[src/rtl/pipeline_ctrl_pkg.sv]
// pipeline_ctrl_pkg: shared FSM state type and constants for the pipeline controller.
package pipeline_ctrl_pkg;
  typedef enum logic [1:0] {RUN, FLUSH, DRAIN, HALT} ctrl_state_e;
  localparam int REG_X0 = 0;
  localparam int FLUSH_CYCLES_DEFAULT = 2;
endpackage

[src/rtl/pipeline_ctrl_scoreboard.sv]
// pipe_scoreboard: per-register pending-write bits, set-over-clear update, RAW lookups and busy.
module pipe_scoreboard
  import pipeline_ctrl_pkg::*;
#(
  parameter int NUM_REGS  = 32,
  parameter int REG_IDX_W = 5
) (
  input  logic                 clk,
  input  logic                 rst,
  input  logic                 set_en,
  input  logic [REG_IDX_W-1:0] set_idx,
  input  logic                 clr_en,
  input  logic [REG_IDX_W-1:0] clr_idx,
  input  logic [REG_IDX_W-1:0] rs1,
  input  logic [REG_IDX_W-1:0] rs2,
  input  logic                 uses_rs1,
  input  logic                 uses_rs2,
  output logic                 hazard,
  output logic                 busy,
  output logic                 busy_next
);
  logic [NUM_REGS-1:0] pending_q, pending_d, set_mask, clr_mask;
  always_comb begin
    set_mask = '0;
    clr_mask = '0;
    set_mask[set_idx] = set_en && (set_idx != REG_IDX_W'(REG_X0));
    clr_mask[clr_idx] = clr_en;
    pending_d = (pending_q & ~clr_mask) | set_mask;
  end
  always_ff @(posedge clk or posedge rst)
    if (rst) pending_q <= '0;
    else pending_q <= pending_d;
  // x0 is never set, so its lookup can never report a hazard
  assign hazard = (uses_rs1 & pending_q[rs1]) | (uses_rs2 & pending_q[rs2]);
  assign busy = |pending_q;
  assign busy_next = |pending_d;
endmodule

[src/rtl/pipeline_ctrl.sv]
// pipeline_ctrl: RAW issue stall, redirect/flush sequencing and halt drain.
// Define PIPE_CTRL_PERF_EN to add stall/flush/issue performance counters.
module pipeline_ctrl
  import pipeline_ctrl_pkg::*;
#(
  parameter int NUM_REGS     = 32,
  parameter int REG_IDX_W    = 5,
  parameter int XLEN         = 32,
  parameter int FLUSH_CYCLES = FLUSH_CYCLES_DEFAULT
) (
  input  logic                 clk,
  input  logic                 rst,
  input  logic                 dec_valid,
  input  logic [REG_IDX_W-1:0] dec_rs1,
  input  logic [REG_IDX_W-1:0] dec_rs2,
  input  logic [REG_IDX_W-1:0] dec_rd,
  input  logic                 dec_uses_rs1,
  input  logic                 dec_uses_rs2,
  input  logic                 dec_writes_rd,
  input  logic                 dec_halt,
  output logic                 issue_ready,
  input  logic                 wb_valid,
  input  logic [REG_IDX_W-1:0] wb_rd,
  input  logic                 redirect_valid,
  input  logic [XLEN-1:0]      redirect_pc,
  output logic                 fetch_pc_load,
  output logic [XLEN-1:0]      fetch_pc,
  output logic                 flush_front,
  output logic                 halted,
  output logic                 busy
`ifdef PIPE_CTRL_PERF_EN
  ,
  output logic [31:0]          perf_stall_cnt,
  output logic [31:0]          perf_flush_cnt,
  output logic [31:0]          perf_issue_cnt
`endif
);
  ctrl_state_e     state_q;
  logic [2:0]      cnt_q;
  logic [XLEN-1:0] fetch_pc_q;
  logic            fetch_pc_load_q, hazard, busy_next, issue, redir;
  pipe_scoreboard #(.NUM_REGS(NUM_REGS), .REG_IDX_W(REG_IDX_W)) u_sb (
    .clk(clk), .rst(rst),
    .set_en(issue & dec_writes_rd), .set_idx(dec_rd),
    .clr_en(wb_valid), .clr_idx(wb_rd),
    .rs1(dec_rs1), .rs2(dec_rs2),
    .uses_rs1(dec_uses_rs1), .uses_rs2(dec_uses_rs2),
    .hazard(hazard), .busy(busy), .busy_next(busy_next)
  );
  assign issue_ready = (state_q == RUN) & !hazard & !redirect_valid;
  assign issue = dec_valid & issue_ready;
  assign redir = redirect_valid & (state_q != HALT);
  always_ff @(posedge clk or posedge rst)
    if (rst) begin
      state_q <= RUN;
      cnt_q <= '0;
      fetch_pc_q <= '0;
      fetch_pc_load_q <= 1'b0;
    end else begin
      fetch_pc_load_q <= redir;
      if (redir) begin
        fetch_pc_q <= redirect_pc;
        state_q <= FLUSH;
        cnt_q <= 3'(FLUSH_CYCLES - 1);
      end else
        case (state_q)
          RUN: if (issue & dec_halt) state_q <= DRAIN;
          FLUSH: if (cnt_q == 3'd0) state_q <= RUN; else cnt_q <= cnt_q - 3'd1;
          // halt as soon as this cycle's writeback empties the scoreboard
          DRAIN: if (!busy_next) state_q <= HALT;
          default: ;
        endcase
    end
  assign fetch_pc_load = fetch_pc_load_q;
  assign fetch_pc = fetch_pc_q;
  assign flush_front = state_q == FLUSH;
  assign halted = state_q == HALT;
`ifdef PIPE_CTRL_PERF_EN
  always_ff @(posedge clk or posedge rst)
    if (rst) begin
      perf_stall_cnt <= '0;
      perf_flush_cnt <= '0;
      perf_issue_cnt <= '0;
    end else begin
      if (state_q == RUN && dec_valid && !issue_ready) perf_stall_cnt <= perf_stall_cnt + 32'd1;
      if (redir) perf_flush_cnt <= perf_flush_cnt + 32'd1;
      if (issue) perf_issue_cnt <= perf_issue_cnt + 32'd1;
    end
`endif
endmodule

[config.mk]
export PLATFORM = sky130hd
export DESIGN_NAME = pipeline_ctrl
export DESIGN_NICKNAME = d
export VERILOG_FILES = /design/src/rtl/pipeline_ctrl_pkg.sv /design/src/rtl/pipeline_ctrl_scoreboard.sv /design/src/rtl/pipeline_ctrl.sv
export SDC_FILE = /design/constraint.sdc
export NUM_CORES = 1
export LEC_CHECK = 0
export CORE_MARGIN = 2
export CORE_UTILIZATION = 51
export CTS_CLUSTER_SIZE = 28
export DETAILED_ROUTE_END_ITERATION = 12
export PLACE_DENSITY = 0.83
export SKIP_LAST_GASP = 1
export SYNTH_ARGS = -nofsm -noshare
export SYNTH_HDL_FRONTEND = slang
export SYNTH_HIERARCHICAL = 1
export SYNTH_SLANG_ARGS = --single-unit
[constraint.sdc]
create_clock -name clk -period 4.6 [get_ports clk]
set_clock_uncertainty 0.05 [all_clocks]
set_input_delay 0.92 -clock clk [delete_from_list [all_inputs] [get_ports clk]]
set_output_delay 0.92 -clock clk [all_outputs]
set_load 0.005 [all_outputs]
==> results of run 1 <==
==> routing by layer <==
metal | global-route usage (%) | vias to the layer above | wire [µm]
li1 | - | 1457 | -
met3 | 5.15 | 32 | 924
met4 | 10.1 | 0 | 327
met5 | 0 | - | 0
met2 | 46.5 | 193 | 5540
met1 | 38.1 | 1661 | 4650
==> cell usage after synthesis, types with 2 or more instances <==
master	n	area share [%]
mux2_4	29	11
mux2_2	3	0.88
o311ai_0	8	1.8
o211ai_1	2	0.39
o2111ai_1	8	1.8
nand2_1	14	1.4
or2_2	7	1.1
ha_1	2	0.65
buf_12	3	1.6
a22o_1	2	0.45
buf_6	2	0.58
nand3_1	5	0.65
nor2b_1	2	0.32
a31oi_1	2	0.32
nand4b_1	5	1.1
o21ai_0	56	7.3
nor4_1	12	1.9
mux2i_1	6	1.6
nand2b_1	6	0.97
nor2_1	4	0.39
nand4_1	6	0.97
dfrtp_1	70	45
clkbuf_1	9	0.88
nand4bb_1	4	1.2
buf_2	2	0.26
o21ai_2	2	0.45
a21oi_1	2	0.26
or4_1	2	0.39
mux4_2	15	8.8
inv_1	10	0.97
==> per-stage QoR <==
step	setup slack [ns]	util [%]	area, µm²
final	0.340	71.6	5220
after global routing	0.0398	71.6	5220
after CTS	0.0246	71.5	5210
after detailed placement	-0.119	68.2	4970
after global placement	-0.0830	68.2	4970
after floorplan	0.555	-	3860
==> cell type report <==
class / count / area [µm²] / area share, %
multi-input combinational: 220 / 1960 / 37.5
timing repair buffer: 114 / 1120 / 21.5
tap: 99 / 124 / 2.37
clock inverter: 7 / 106 / 2.04
sequential: 70 / 1750 / 33.6
inverter: 10 / 37.5 / 0.719
clock buffer: 9 / 124 / 2.37
==> registers in the layout, indices dropped and copies added (netlist names), named ones only <==
| signal | count |
|---|---|
| fetch_pc | 32 |
| fetch_pc_load | 1 |
| state_q | 1 |
| u_sb/pending_q | 32 |
| cnt_q | 3 |
==> power by group <==
part / switching (mW) / internal, mW / leakage (nW)
sequential: 0.115 / 0.763 / 0.891
clock: 0.253 / 0.314 / 0.116
combinational: 0.310 / 0.563 / 1.26
total: 0.678 / 1.64 / 2.26
==> kinds of logic after synthesis <==
family | after synthesis | synth area share (%)
multiplexers | 54 | 23.1
AO/OA/AOI/OAI | 88 | 14.1
adder cells (fa/ha/maj) | 2 | 0.648
AND/OR/NAND/NOR | 76 | 12.4
flip-flops | 70 | 45.4
buffers and inverters | 26 | 4.25
==> final timing paths <==
check,cells past startpoint,to,slack [ns]
worst max-delay path,16,state_q[0]$_DFFE_PP0P_,0.34
worst min-delay path,1,fetch_pc[17]$_DFFE_PP0P_,0.46
worst max register to register,14,state_q[0]$_DFFE_PP0P_,1.07
worst min register to register,1,fetch_pc[17]$_DFFE_PP0P_,0.46
max in group asynchronous,3,state_q[0]$_DFFE_PP0P_,3.02
min in group asynchronous,2,fetch_pc[0]$_DFFE_PP0P_,0.79
==> flow_summary.ini, run 1 <==
[timing]
slew_violations = 0
hold_viol = 0
worst_pin_slew_ns = 0.598
min_period_ns = 4.26
holdWs_ns = 0.461
finalSetupViolCount = 0
post-route-period-util_pct = 92.6
rsz0062_at_grt = no
relSlewSlack_pct = 60.0
fmax_mhz = 235
setup_tns_ns = 0

[clock_tree]
htreeDepth = 3
clkTransAtPathRegs_ns = 0.08
cts_setup_buffers = 0
clock-root-buffer = clkbuf_8
cts-buffers-inserted = 9
cts_max_path_buffers = 2
clk-insertion-delay-late_ns = 0.35
ctsHoldBuffers = 0
cts_tree = built
cts_resized = 2
cts.sinks = 70

[synthesis]
synth-edff-count = 0
ys.flop_type = dfrtp_1
synth_cells = 316
yosys_warnings = 6
synthArstFlopShare_pct = 100
syn-num-nets = 379
ys_seq_area_share_pct = 45.4
synthDistinctLibCells = 46
netlist_area_um2 = 3860
synth_seq_cells = 70
synth.avg_cell_area_um2 = 12.2

[routing]
routed_wl_um = 11400
drtPass1Iterations = 5
route.antenna.remaining_nets = 0
drtIter0Drc = 316
drcViolationCount = 0
viasPerCell = 6.32
wl_per_cell_um = 21.6
via_count = 3343

[layout]
diodes = 0
fillers = 523
mostFrequentLayoutCells = 95 x clkdlybuf4s50_1, 70 x dfrtp_1, 56 x o21ai_0
layout.nets = 488
drive_gt1_share_pct = 22.3
layout_commonest_cell = clkdlybuf4s50_1
layout.cells.non_filler = 529
areaGrowthSynthToFinish_pct = 35.2

[critical_path]
cp_slowest_cell = clkdlybuf4s50_1
crit_path_start = dec_rs2[0]
cp.arrival_ns = 4.44
start_kind = input pin
rr_startpoint = u_sb/pending_q[17]$_DFF_PP0_
cp_num_buf_inv = 3
critPathRequiredTime_ns = 4.78
setup.worst_path.class = input pin to flip-flop
critPathCaptureType = flip-flop
max_stage_delay_ns = 0.53
cp_max_fo = 8
cp_cell_sequence = clkdlybuf4s50_1, buf_12, mux4_2, mux2i_1, mux2i_1, o21a_1, a32o_1, nor4_2, and3_1, buf_4, nand2b_1, o311ai_0, nor4_1, nand4_1, o2bb2ai_1, nand2b_1
path_delay_family = compound AO/OA/AOI/OAI gates

[outcome]
outcome = finished, final reports clean

[min_path]
min_path_type = flip-flop to flip-flop
hp-start = fetch_pc[17]$_DFFE_PP0P_

[power_and_ir_drop]
vdd_drop_max_mv = 0.304
power_density_nw_per_um2 = 444
cellLeakagePower_nw = 2.26
power_mw = 2.32

[grt]
grt_start_max_net_pins = 33
grt_pass1_vias = 3320
grt.overflow.total = 0
grt_pass1_wl_um = 18200
track_usage_pct = 28.4
antenna_found_initial = 0

[place]
gp_congestion = 1.00
portBuffers = 97
placed_cells = 513
dp_hpwl_um = 8790

[floorplan]
die_area_um2 = 8280
die_x_um = 91.0
chipHeight_um = 91.0
io-pin-count = 98
initial_core_util_pct = 52.9
rows = 31
core_area_um2 = 7290

[job]
drv_cap = 0
Note: power is estimated with default switching activity, not from simulation.
==> run 2: changes to the inputs <==
Settings changed: GPL_ROUTABILITY_DRIVEN from default to 0.
==> run 2 against run 1 <==
  * Register-to-register slack lost 0.18 ns
  * First-iteration DRC count rose by 26%
  * Cell area is 0.96% lower
  * Power shrank 3.0%
  * Hold slack improved by 0.0019 ns
  * Critical path type unchanged
  * Largest cell class unchanged
  * Flip-flop and latch count did not move
  * Highest routed layer unchanged
==> flow_summary.ini, run 2 (same netlist as run 1, synthesis figures left out) <==
[routing]
viasPerCell = 6.40
met1_length_um = 4470
drtIter0Drc = 399
drcViolationCount = 0
routed_wl_um = 11500
routed-wl-met2_um = 5640
drtPass1Iterations = 5
wl_per_cell_um = 21.9
wl_met3_um = 1130
route.antenna.remaining_nets = 0
highest_layer = met4
via_count = 3369

[critical_path]
setup.worst_path.class = input pin to flip-flop
reg2reg_to = state_q[0]$_DFFE_PP0P_
r2r_setup_slack_ns = 0.89
rr_startpoint = u_sb/pending_q[18]$_DFF_PP0_
cp.arrival_ns = 4.62
critPathRequiredTime_ns = 4.78
cp_max_fo = 5
rr_worst_depth = 15
critPathCaptureType = flip-flop
start_kind = input pin

[clock_tree]
cts-buffers-inserted = 9
clkTransAtPathRegs_ns = 0.08
clk-insertion-delay-late_ns = 0.34
ctsHoldBuffers = 0
cts.sinks = 70
cts_max_path_buffers = 2
htreeDepth = 3
clock-root-buffer = clkbuf_8
cts_tree = built

[job]
drv_cap = 0

[power_and_ir_drop]
power_density_nw_per_um2 = 435
vdd_drop_max_mv = 0.197
cellLeakagePower_nw = 2.22

[min_path]
hp-start = fetch_pc[7]$_DFFE_PP0P_
min_path_type = flip-flop to flip-flop
whs_endpoint = fetch_pc[7]$_DFFE_PP0P_
whs_path_depth = 1

[place]
placed_cells = 510
post-place-ws_ns = -0.188
dp_hpwl_um = 8500
portBuffers = 97

[floorplan]
die_area_um2 = 8280
chipHeight_um = 91.0
rows = 31
initial_core_util_pct = 52.9
die_x_um = 91.0
io-pin-count = 98
core_area_um2 = 7290

[timing]
min_period_ns = 4.45
fmax_mhz = 225
hold_viol = 0
post-route-period-util_pct = 96.7
worst_pin_slew_ns = 1.15
rsz0062_at_grt = no
slew_violations = 0
setup_tns_ns = 0
fin_ws_ns = 0.153
finalSetupViolCount = 0
relSlewSlack_pct = 23.0
holdWs_ns = 0.462

[layout]
layout_commonest_cell = clkdlybuf4s50_1
mostFrequentLayoutCells = 96 x clkdlybuf4s50_1, 70 x dfrtp_1, 56 x o21ai_0
fillers = 510
diodes = 0
drive_gt1_share_pct = 22.2
layout.nets = 485
multiInputGateArea_um2 = 1960
areaGrowthSynthToFinish_pct = 33.9
layout.cells.non_filler = 526
seq_area_um2 = 1750

[grt]
antenna_found_initial = 0
grt_pass1_wl_um = 18400
grt_pass1_vias = 3380
track_usage_pct = 28.4
grt_start_max_net_pins = 33
grt.overflow.total = 0

[outcome]
outcome = finished, final reports clean
## run 2: report_power, final
part / internal [mW] / switching, mW
registers: 0.763 / 0.116
logic: 0.562 / 0.312
clock network: 0.252 / 0.245
total: 1.58 / 0.672
## run 2: stage by stage
step / util, % / power, mW / instance area (µm²)
6_report: 70.9 / 2.25 / 5170
5_1_grt: 70.9 / 2.35 / 5170
2_1_floorplan: - / 1.33 / 3860
3_3_place_gp: 67.9 / 1.70 / 4950
3_5_place_dp: 67.9 / 1.75 / 4950
4_1_cts: 70.7 / 2.25 / 5160
## run 2: layout make-up
cell class | instances | share of cell area [%]
multi-input combinational | 220 | 38.0
timing repair buffer | 111 | 21.2
tap | 99 | 2.40
inverter | 10 | 0.726
clock inverter | 7 | 1.43
sequential | 70 | 33.9
clock buffer | 9 | 2.40
## run 2: worst max path at each step
stage               depth (start not counted)                endpoint  startpoint
floorplan                                  15  state_q[0]$_DFFE_PP0P_  dec_rs2[0]
global placement                           16  state_q[0]$_DFFE_PP0P_  dec_rs1[0]
detailed placement                         16  state_q[0]$_DFFE_PP0P_  dec_rs1[0]
CTS                                         8             issue_ready  dec_rs1[0]
global route                               16  state_q[0]$_DFFE_PP0P_  dec_rs1[0]
finish                                     16  state_q[0]$_DFFE_PP0P_  dec_rs1[0]
## run 2: what timing repair did
action | 4_1_cts | 5_1_grt
gates resized for setup | 2 | 3
pin swaps | 0 | 1
endpoints found under the setup margin | 1 | 1
setup buffers | 0 | 0
endpoints found under the hold margin | 0 | 0
## run 2: layer usage
| layer | vias to the layer above | global-route usage, % |
|---|---|---|
| li1 | 1445 | - |
| met2 | 245 | 46.5 |
| met3 | 37 | 6.22 |
| met1 | 1642 | 37.7 |
| met4 | 0 | 9.72 |
| met5 | - | 0 |
## run 2: critical path, cell delays in order
cell             delay [ns]
clkdlybuf4s50_1        0.55
mux4_2                 0.54
and2_0                 0.20
a211oi_2               0.21
o21ai_1                0.10
a32o_2                 0.32
nor4_2                 0.28
and3_1                 0.26
buf_4                  0.15
nand4b_1               0.17
or2_2                  0.36
o2111ai_1              0.14
nor4_1                 0.10
nand4_1                0.14
o2bb2ai_1              0.12
nand2b_1               0.06
